===== src/rtl/seg_pkg.sv =====
// Shared seven-segment definitions: active-low glyphs {dp,g,f,e,d,c,b,a}
// and the all-off codes for segments and digit enables.
package seg_pkg;

   typedef logic [7:0] seg_t;

   localparam seg_t SEG_0   = 8'hC0;
   localparam seg_t SEG_1   = 8'hF9;
   localparam seg_t SEG_2   = 8'hA4;
   localparam seg_t SEG_3   = 8'hB0;
   localparam seg_t SEG_4   = 8'h99;
   localparam seg_t SEG_5   = 8'h92;
   localparam seg_t SEG_6   = 8'h82;
   localparam seg_t SEG_7   = 8'hF8;
   localparam seg_t SEG_8   = 8'h80;
   localparam seg_t SEG_9   = 8'h90;
   localparam seg_t SEG_A   = 8'h88;
   localparam seg_t SEG_B   = 8'h83;
   localparam seg_t SEG_C   = 8'hC6;
   localparam seg_t SEG_D   = 8'hA1;
   localparam seg_t SEG_E   = 8'h86;
   localparam seg_t SEG_F   = 8'h8E;

   localparam seg_t       SEG_OFF = 8'hFF;
   localparam logic [7:0] DIG_OFF = 8'hFF;

endpackage


===== src/rtl/seg_display_driver_hex_to_seg.sv =====
// Combinational nibble-to-glyph decoder (hex, lowercase b/d, dp off).
// Shared by the display blocks.
module hex_to_seg
   import seg_pkg::*;
(
   input  logic [3:0] nib_i,
   output seg_t       seg_o
);

   // Glyph lookup
   always_comb begin
      seg_o = SEG_OFF;
      case (nib_i)
         4'h0:    seg_o = SEG_0;
         4'h1:    seg_o = SEG_1;
         4'h2:    seg_o = SEG_2;
         4'h3:    seg_o = SEG_3;
         4'h4:    seg_o = SEG_4;
         4'h5:    seg_o = SEG_5;
         4'h6:    seg_o = SEG_6;
         4'h7:    seg_o = SEG_7;
         4'h8:    seg_o = SEG_8;
         4'h9:    seg_o = SEG_9;
         4'hA:    seg_o = SEG_A;
         4'hB:    seg_o = SEG_B;
         4'hC:    seg_o = SEG_C;
         4'hD:    seg_o = SEG_D;
         4'hE:    seg_o = SEG_E;
         4'hF:    seg_o = SEG_F;
         default: seg_o = SEG_OFF;
      endcase
   end

endmodule


===== src/rtl/seg_display_driver.sv =====
// Eight-digit multiplexed hex display driver. CPU writes land in a pending
// register that is copied to the displayed register only at a frame boundary.
module seg_display_driver
   import seg_pkg::*;
#(
   parameter int SCAN_DIV = 50000
) (
   input  logic        clk,
   input  logic        rst_n,
   input  logic        we,
   input  logic [3:0]  wmask,
   input  logic [31:0] wdata,
   output logic [31:0] rdata,
   output logic [7:0]  dig_en,
   output logic [7:0]  seg
);

   localparam int             CNT_W    = $clog2(SCAN_DIV);
   localparam logic [CNT_W-1:0] CNT_LAST = CNT_W'(SCAN_DIV - 1);

   logic [31:0]      pending_q, pending_d;
   logic [31:0]      shown_q,   shown_d;
   logic [CNT_W-1:0] scan_cnt_q, scan_cnt_d;
   logic [2:0]       dig_idx_q, dig_idx_d;
   logic [7:0]       dig_en_q, dig_en_d;
   seg_t             seg_q, seg_d;

   logic             tick_s;
   logic             frame_s;
   logic [3:0]       nib_s;
   seg_t             glyph_s;

   hex_to_seg u_hex_to_seg (
      .nib_i (nib_s),
      .seg_o (glyph_s)
   );

   // Byte-masked store into the pending register
   always_comb begin
      pending_d = pending_q;
      if (we) begin
         for (int i = 0; i < 4; i++) begin
            if (wmask[i]) begin
               pending_d[8*i +: 8] = wdata[8*i +: 8];
            end else begin
               pending_d[8*i +: 8] = pending_q[8*i +: 8];
            end
         end
      end else begin
         pending_d = pending_q;
      end
   end

   // Scan timing, frame commit and output decode
   always_comb begin
      tick_s  = (scan_cnt_q == CNT_LAST);
      frame_s = tick_s && (dig_idx_q == 3'd7);

      if (tick_s) begin
         scan_cnt_d = {CNT_W{1'b0}};
         dig_idx_d  = dig_idx_q + 3'd1;
      end else begin
         scan_cnt_d = scan_cnt_q + CNT_W'(1);
         dig_idx_d  = dig_idx_q;
      end

      // Commit uses pending before any same-cycle write lands.
      if (frame_s) begin
         shown_d = pending_q;
      end else begin
         shown_d = shown_q;
      end

      nib_s    = shown_q[{dig_idx_q, 2'b00} +: 4];
      dig_en_d = ~(8'b0000_0001 << dig_idx_q);
      seg_d    = glyph_s;
   end

   // State and output registers
   always_ff @(posedge clk or negedge rst_n) begin
      if (!rst_n) begin
         pending_q  <= 32'h0000_0000;
         shown_q    <= 32'h0000_0000;
         scan_cnt_q <= {CNT_W{1'b0}};
         dig_idx_q  <= 3'd0;
         dig_en_q   <= DIG_OFF;
         seg_q      <= SEG_OFF;
      end else begin
         pending_q  <= pending_d;
         shown_q    <= shown_d;
         scan_cnt_q <= scan_cnt_d;
         dig_idx_q  <= dig_idx_d;
         dig_en_q   <= dig_en_d;
         seg_q      <= seg_d;
      end
   end

   assign rdata  = pending_q;
   assign dig_en = dig_en_q;
   assign seg    = seg_q;

endmodule


===== config.mk =====
export PLATFORM = sky130hd
export DESIGN_NAME = seg_display_driver
export DESIGN_NICKNAME = d
export VERILOG_FILES = /design/src/rtl/seg_pkg.sv /design/src/rtl/seg_display_driver_hex_to_seg.sv /design/src/rtl/seg_display_driver.sv
export SDC_FILE = /design/constraint.sdc
export NUM_CORES = 1
export LEC_CHECK = 0
export CORE_ASPECT_RATIO = 1.25
export CORE_UTILIZATION = 33
export CTS_CLUSTER_DIAMETER = 60
export DETAILED_ROUTE_END_ITERATION = 10
export DONT_BUFFER_PORTS = 1
export PLACE_DENSITY = 0.47
export RECOVER_POWER = 100
export SYNTH_ARGS = -nofsm -noshare
export SYNTH_HDL_FRONTEND = slang
export SYNTH_SLANG_ARGS = --single-unit

===== constraint.sdc =====
create_clock -name clk -period 3.2 [get_ports clk]
set_input_delay 0.64 -clock clk [delete_from_list [all_inputs] [get_ports clk]]
set_output_delay 0.64 -clock clk [all_outputs]
set_load 0.02 [all_outputs]

==> results of run 1 <==
[cell type report]
class                   count  area [sq um]  share of cell area, %
well taps                 168           210                   4.44
multi-input cells         177          1720                   36.2
flip-flops and latches     98          2470                   52.2
clock buffers              11           253                   5.34
inverters                  10          37.5                  0.793
repair buffers              2          8.76                  0.185
clock inverters             5          37.5                  0.793
[metal layers]
metal  share of wire, %  up-vias
met5                  0        -
met4                1.7        0
met3                4.3       10
met2                 50       63
met1                 44     1130
li1                   -     1058
[metrics by stage]
step	worst slack (ns)	power [W]	instances	hold WS (ns)
after detailed placement	0.505	0.00154	454	0.349
final	0.484	0.00257	471	0.144
after CTS	0.477	0.00263	471	0.122
after global routing	0.214	0.00268	471	0.118
after floorplan	0.995	0.00150	296	0.344
after global placement	0.588	0.00154	454	0.349
[report_power, final]
part | switching [W] | total (W) | internal, W
combinational | 0.0000429 | 0.0000927 | 0.0000497
sequential | 0.000136 | 0.00143 | 0.00130
clock | 0.000469 | 0.00104 | 0.000572
total | 0.000649 | 0.00257 | 0.00192
[cell usage in the layout, fill, tap and decap left out, drive strengths merged, types with 8 or more instances in the layout]
cell	synthesis	final
nand3	10	10
inv	10	11
dfstp	15	15
dfrtp	83	83
mux2i	10	10
xnor2	9	9
clkbuf	3	13
mux4	8	8
nand2	16	16
mux2	67	67
ha	13	13
[logic make-up (layout without fill, tap and decap cells)]
family,Yosys count,after routing
DFF,98,98
other,1,1
buffers and inverters,21,28
adders and majority gates,13,13
AOI/OAI and AO/OA,15,15
muxes,85,85
xor gates and xnor gates,12,12
and+or+nand+nor,51,51
[registers in the layout, summed over array words and instances (netlist names)]
signal,count
shown_q,32
dig_en,8
scan_cnt_q,16
seg,7
rdata,32
dig_idx_q,3
[timing repair]
action	CTS	global route
hold buffers	1	0
setup buffers	0	0
hold endpoints to repair	83	0
[worst paths after layout]
kind | start | endpoint | slack (ns) | depth (start not counted)
hold reg to reg | scan_cnt_q[0]$_DFF_PN0_ | scan_cnt_q[0]$_DFF_PN0_ | 0.49 | 1
setup reg to reg | dig_idx_q[0]$_DFFE_PN0N_ | shown_q[8]$_DFFE_PN0P_ | 0.48 | 4
max in group asynchronous | rst_n | rdata[7]$_DFFE_PN0P_ | 1.12 | 1
setup / recovery | dig_idx_q[0]$_DFFE_PN0N_ | shown_q[8]$_DFFE_PN0P_ | 0.48 | 4
min in group clk | wdata[28] | rdata[28]$_DFFE_PN0P_ | 0.44 | 1
hold / removal | rst_n | dig_en[7]$_DFF_PN1_ | 0.14 | 0
[cells in the mapped netlist, types with 4 or more instances]
library cell and n:
mux2_2 65, buf_2 5, dfstp_2 15, xnor2_1 9
ha_1 13, inv_1 9, nor2_1 6, dfrtp_1 83
mux2i_1 8, nand3_1 10, and4_1 4, o21ai_0 5
mux4_2 4, nand2_1 15, mux4_1 4
[worst max-delay path: stages, from the launching register on]
cell and delay [ns]:
dfrtp_1 0.69, ha_1 0.30, ha_1 0.19, nand2_1 0.78, mux2_1 0.63
==> metrics, run 1 <==
Post-synth EDFFs 0; Synth Flop Type dfrtp_1; Total GRT Usage 13.0%; crit path launch type flip-flop; DR vias 2261; PwrDens 543 mW/mm^2; fillcell total 1216; Slew headroom -34.9%; clock root buffer clkbuf_16; Synth area leaders dfrtp_1 (48%), mux2_2 (17%), dfstp_2 (9.2%); Slew Viols, Final 84; DRT iter0 DRCs 76; syn_area_per_cell 14.5 sq um; GR Util met2 21.6%; clock-pin slew on the worst setup and hold paths 0.07 ns; Longest Clk Path Bufs 2; largest net degree at the start of global routing 84; Simple-Gate Fraction of Synth Area 6.37%; Die Span Y 130 um; post-route setup TNS 0 ns; Crit. End Element flip-flop; Worst Path Arrival 2.94 ns; Worst EP required 3.42 ns; hpwl dp 5590 um; kind of critical path flip-flop to flip-flop; worst-skew pair later-pin latency 0.34 ns; Synth Area in Adders 3.78%; Area Growth Syn to Fin 10.1%; fraction of layout cells with a size suffix above 1 29.7%; Nets 350; GRT met1 Usage 15.7%; Post-synth ARST share 100%; Die Width 104 um; Synth Area in Compound Gates 2.18%; final hold violation count 0; post-route cell area 0.00473 sq mm; Syn Std Cell Area 0.00430 sq mm; clk sinks 98; RSZ-0062 raised after global routing no; post-synthesis mux area share 25.1%; CTS Buf Count 9; antenna viol nets, final 0; Worst Tran Pin Value 2.02 ns; full die area 0.0135 sq mm; Avg WL per Cell 17.2 um; Worst VDD drop 0.203 mV; I/O pin count 87; initial antenna violation count 0; core area 0.0127 sq mm; main combinational cell family by area after synthesis multiplexers; first-pass GRT wire length 13000 um; Site Rows 46; final cycle utilization of the critical path 84.9%; 1st-pass router iterations 4; Remaining Overflow, GRT 0; failing checks max-capacitance violations, max-slew violations; status finished with violations; sequential area share after synthesis 57.5%; effective utilization at floorplan 33.8%; port bufs 0; total routed wirelength 8110 um; crit path max fanout 32; Placed Area 0.00444 sq mm; Hold WC Path Type input pin to async pin; maximum clock frequency 368 MHz; via/cell ratio 4.80; GP Congestion 0.757; Finished Core Util 37.2%; number of global-route vias before repair 2390; DR DRC count 0; met3 Use GR 3.72%; synth warn 0; final clock skew 0.00571 ns; Tmin final 2.72 ns; post-cts sizing count 0; Unique masters post-synth 42; post-synth top area share 48.3%; dominant cell type by area after synthesis dfrtp_1; Max Cap Viol 1; Setup Viol. Count Final 0; H-tree depth 3; antenna cell count 0; Net Count, Synth 348; post-synthesis cell count 296; leakage power 2.14 nW; GRT Max-Usage Layer met2; Synth Area in XOR/XNOR 2.44%; clock tree from TritonCTS built; #FFs+latches synth 98
Note: power is estimated with default switching activity, not from simulation.
==> inputs of run 2 (changes only) <==
Settings changed: PLACE_DENSITY 0.47 to 0.48.
Clock period 3.2 ns to 2.2 ns, I/O delays scaled along.
==> run 2 against run 1 <==
  * The flow finishes with violations (negative hold slack)
  * Global-route usage rose by 0.21 points
  * Count of clock-buffer cells in the layout decreased by 1
  * Clock power increased by 50%
  * Register-to-register slack got worse by 0.34 ns
  * Critical path type unchanged
  * Cell count increased by 1.7%
  * Largest cell class unchanged
  * Combinational power is 15% higher
  * Cell area rose by 1.7%
  * Critical path depth grew 2
  * Routed wire length increased by 1.7%
  * Via count grew 2.7%
  * Largest power group unchanged
==> metrics, run 2 (same netlist as run 1, synthesis figures left out) <==
number of global-route vias before repair 2426; commonest non-fill, non-tap cell in the layout dfrtp_1; RR Startpoint dig_idx_q[1]$_DFFE_PN0N_; effective utilization at floorplan 33.8%; DRT iter0 DRCs 72; first-pass GRT wire length 13400 um; largest net degree at the start of global routing 99; H-tree depth 3; Longest Clk Path Bufs 2; Site Rows 46; Area Growth Syn to Fin 12.0%; register area 0.00247 sq mm; hpwl dp 5980 um; initial antenna violation count 0; crit path max fanout 10; maximum clock frequency 486 MHz; leakage power 2.15 nW; crit path launch type flip-flop; port bufs 0; flop-to-flop setup slack 0.14 ns; Die Span Y 130 um; Worst VDD drop 0.363 mV; full die area 0.0135 sq mm; status finished with violations; clock tree from TritonCTS built; Die Width 104 um; Slew Viols, Final 0; core area 0.0127 sq mm; I/O pin count 87; Worst Tran Pin Value 0.635 ns; Flop pwr share 55.7%; GP Congestion 0.753; Nets 358; Total GRT Usage 13.2%; Pint 0.00284 W; antenna cell count 0; fraction of layout cells with a size suffix above 1 33.8%; worst-skew pair later-pin latency 0.35 ns; clock-pin slew on the worst setup and hold paths 0.07 ns; failing checks negative hold slack; total routed wirelength 8240 um; Multi-input gate area 0.00173 sq mm; post-route setup TNS 0 ns; clock root buffer clkbuf_16; final clock skew 0.00780 ns; worst r2r path cells 6; kind of critical path flip-flop to flip-flop; fillcell total 1230; final cycle utilization of the critical path 93.5%; Avg WL per Cell 17.2 um; Crit. End Element flip-flop; clk sinks 98; PwrDens 779 mW/mm^2; Max Cap Viol 0; Worst Path Arrival 2.32 ns; Worst EP required 2.46 ns; Clk network pwr share 41.5%; DR DRC count 0; antenna viol nets, final 0; pre-CTS setup slack -0.0142 ns; hold_ws -0.214 ns; Setup Viol. Count Final 0; R2R Path End seg[4]$_DFF_PN1_; RSZ-0062 raised after global routing no; 1st-pass router iterations 3; setup ws final 0.143 ns; Hold WC Path Type input pin to async pin; final hold violation count 98; Slew headroom 57.7%; via/cell ratio 4.85; Tmin final 2.06 ns; Remaining Overflow, GRT 0; sw frac 24.2%; most frequent cells in the layout dfrtp_1 (82), mux2_2 (65), nand2_1 (15), dfstp_1 (15), ha_1 (12); CTS Buf Count 9; DR vias 2323; NetSw 0.000908 W; combinational cell fraction of total power 2.9%
-- run 2: cell count changes in the layout (fill, tap and decap cells not counted), sizes merged --
cell / change
clkinvlp: +1
bufinv: +1
clkinv: -1
clkbuf: -1
buf: +8
-- run 2: critical path, cell delays in order (launching register included) --
cell and delay (ns):
dfrtp_1 0.61, mux4_2 0.40, mux2i_2 0.22, inv_1 0.11
ha_1 0.21, mux2_2 0.25, o21ai_0 0.17
-- run 2: how the worst max path moves through the flow --
stage               slack, ns                       end                     start
floorplan                0.06          seg[0]$_DFF_PN1_  dig_idx_q[0]$_DFFE_PN0N_
global placement         0.07          seg[4]$_DFF_PN1_  dig_idx_q[0]$_DFFE_PN0N_
detailed placement      -0.01          seg[4]$_DFF_PN1_  dig_idx_q[0]$_DFFE_PN0N_
CTS                      0.05          seg[4]$_DFF_PN1_  dig_idx_q[0]$_DFFE_PN0N_
global route            0.007  dig_idx_q[0]$_DFFE_PN0N_   scan_cnt_q[0]$_DFF_PN0_
finish                   0.14          seg[4]$_DFF_PN1_  dig_idx_q[1]$_DFFE_PN0N_
-- run 2: routing by layer --
| metal | part of all wire, % | track usage, % |
|---|---|---|
| met1 | 44 | 16.2 |
| met5 | 0 | 0 |
| met4 | 1.7 | 6.55 |
| met2 | 51 | 21.7 |
| met3 | 3.9 | 3.42 |
-- run 2: what timing repair did --
item / 4_1_cts / 5_1_grt
setup buffers: 0 / 0
resized for setup: 1 / 4
endpoints found under the hold margin: 98 / 98
cloned: 0 / 0
endpoints found under the setup margin: 2 / 5
-- run 2: area by class of cell --
type	instances	share of cell area, %
well taps	168	4.36
clock inverters	6	1.38
inverters	10	0.779
flip-flops and latches	98	51.3
multi-input cells	177	35.9
repair buffers	10	1.48
clock buffers	10	4.75
-- run 2: power by group through the flow --
| stage | Clock, W | Sequential (W) | Combinational, W |
|---|---|---|---|
| 6_report | 0.00156 | 0.00209 | 0.000107 |
| 5_1_grt | 0.00168 | 0.00210 | 0.000117 |
| 4_1_cts | 0.00162 | 0.00210 | 0.000109 |
| 3_5_place_dp | 0 | 0.00213 | 0.000109 |
| 3_3_place_gp | 0 | 0.00213 | 0.000105 |
| 2_1_floorplan | 0 | 0.00209 | 0.0000967 |
-- run 2: metrics by stage --
step                      instances  util, %  power (W)  hold slack [ns]  instance area, sq um
after floorplan                 296        -    0.00218            0.144                  4310
after global placement          463     35.6    0.00224            0.150                  4530
after detailed placement        463     35.6    0.00224            0.149                  4530
after CTS                       479     38.0    0.00383           -0.227                  4830
after global routing            479     37.9    0.00391           -0.231                  4820
final                           479     37.9    0.00375           -0.214                  4820
==> inputs of run 3 (changes only) <==
Settings changed: CORE_UTILIZATION 33 to 50, MAX_ROUTING_LAYER set to met4, PLACE_DENSITY 0.48 to 0.68.
==> run 3 against run 2 <==
  * The run ends with design-rule violations, negative hold slack left
  * Cell count decreased by 15%
  * Count of clock-buffer cells in the layout unchanged
  * First-iteration DRC count increased by 38%
  * Critical path depth unchanged
  * Clock skew increased by 0.0019 ns
  * Core utilization increased by 18 points
  * Register-to-register slack got worse by 0.04 ns
  * Clock power decreased by 33%
  * Flip-flop and latch count unchanged
  * Sequential power about the same
  * Largest power group unchanged
  * Highest routed layer unchanged
==> metrics, run 3 (same netlist as run 1, synthesis figures left out) <==
status finished with violations; failing checks design-rule violations, negative hold slack; Hold WC Path Type input pin to async pin; worst-path cell chain mux4_1 > mux2i_1 > inv_1 > ha_1 > and3_1 > a211o_1; Die Span Y 106 um; worst-skew pair later-pin latency 0.36 ns; clk sinks 98; Remaining Overflow, GRT 0; DRT iter0 DRCs 99; crit path max fanout 7; maximum clock frequency 476 MHz; met3 Use GR 3.52%; CP max stage delay 0.58 ns; commonest non-fill, non-tap cell in the layout dfrtp_1; Worst Path Arrival 2.40 ns; final cycle utilization of the critical path 95.4%; clock tree from TritonCTS built; first-pass GRT wire length 12000 um; core area 0.00829 sq mm; CTS Buf Count 9; Slew headroom 61.2%; Nets 357; Max Cap Viol 0; Tmin final 2.10 ns; H-tree depth 3; clock-pin slew on the worst setup and hold paths 0.09 ns; antenna cell count 0; Slew Viols, Final 0; kind of critical path flip-flop to flip-flop; Site Rows 37; most frequent cells in the layout dfrtp_1 (81), mux2_2 (65), nand2_1 (15), dfstp_1 (15), ha_1 (13); GR Util met2 28.5%; hold_ws -0.237 ns; largest net degree at the start of global routing 99; antenna viol nets, final 0; post-route setup TNS 0 ns; Avg WL per Cell 17.9 um; RSZ-0062 raised after global routing no; GRT Max-Usage Layer met2; Worst EP required 2.50 ns; port bufs 0; DR vias 2305; GP Congestion 0.803; Total GRT Usage 18.2%; full die area 0.00898 sq mm; Die Width 84.9 um; fillcell total 677; initial antenna violation count 0; Crit. End Element flip-flop; DR DRC count 5; GRT met1 Usage 23.2%; via/cell ratio 5.66; Finished Core Util 55.4%; Setup Viol. Count Final 0; final clock skew 0.00969 ns; total routed wirelength 7280 um; Worst Tran Pin Value 0.582 ns; Worst VDD drop 0.392 mV; leakage power 2.10 nW; crit path launch type flip-flop; final hold violation count 98; PwrDens 707 mW/mm^2; hpwl dp 5200 um; Longest Clk Path Bufs 2; number of global-route vias before repair 2404; Worst path slowest cell mux4_1; power after layout 0.00325 W; Area Growth Syn to Fin 6.78%; I/O pin count 87; effective utilization at floorplan 51.9%; 1st-pass router iterations 8; fraction of layout cells with a size suffix above 1 32.9%; clock root buffer clkbuf_8
[run 3: timing repair]
| action | 4_1_cts | 5_1_grt |
|---|---|---|
| endpoints found under the setup margin | 2 | 3 |
| buffers inserted | 0 | 0 |
| endpoints found under the hold margin | 98 | 98 |
| resized for setup | 1 | 2 |
[run 3: area by class of cell]
| class | count | area [sq um] | area share (%) |
|---|---|---|---|
| inverters | 10 | 37.5 | 0.818 |
| clock inverters | 6 | 42.5 | 0.927 |
| clock buffers | 10 | 138 | 3.00 |
| flip-flops and latches | 98 | 2470 | 53.9 |
| repair buffers | 9 | 60.1 | 1.31 |
| multi-input cells | 177 | 1720 | 37.4 |
| well taps | 97 | 121 | 2.64 |
[run 3: final timing paths]
| kind | start | endpoint | slack [ns] | cells past startpoint |
|---|---|---|---|---|
| max | dig_idx_q[0]$_DFFE_PN0N_ | seg[0]$_DFF_PN1_ | 0.10 | 6 |
| min | rst_n | scan_cnt_q[11]$_DFF_PN0_ | -0.24 | 0 |
| max reg2reg | dig_idx_q[0]$_DFFE_PN0N_ | seg[0]$_DFF_PN1_ | 0.10 | 6 |
| min reg2reg | scan_cnt_q[0]$_DFF_PN0_ | scan_cnt_q[0]$_DFF_PN0_ | 0.49 | 1 |
| max in group asynchronous | rst_n | seg[6]$_DFF_PN1_ | 2.21 | 0 |
| min in group clk | wdata[5] | rdata[5]$_DFFE_PN0P_ | 0.22 | 1 |
[run 3: worst max-delay path, delay by kind of cell, from the launching register on]
family,cells,cell delay (ns)
compound gates,1,0.22
buf+inv,1,0.11
flops,1,0.46
fa+ha+maj,1,0.24
simple gates,1,0.16
mux,2,0.86
[run 3: power breakdown]
part | switching (W) | internal (W)
clock network | 0.000613 | 0.000441
registers | 0.000199 | 0.00189
logic | 0.0000340 | 0.0000725
[run 3: per-stage QoR]
stage / cell area [sq um] / std cells / setup WS (ns)
3_3_place_gp: 4440 / 391 / 0.118
2_1_floorplan: 4310 / 296 / 0.0564
3_5_place_dp: 4440 / 391 / 0.0292
6_report: 4590 / 407 / 0.101
5_1_grt: 4590 / 407 / 0.00649
4_1_cts: 4620 / 407 / 0.0706
[run 3: routing by layer]
| metal | share of wire [%] | up-vias |
|---|---|---|
| met5 | 0 | - |
| met4 | 1.8 | 0 |
| met3 | 3.4 | 9 |
| met1 | 46 | 1168 |
| met2 | 49 | 60 |
| li1 | - | 1068 |
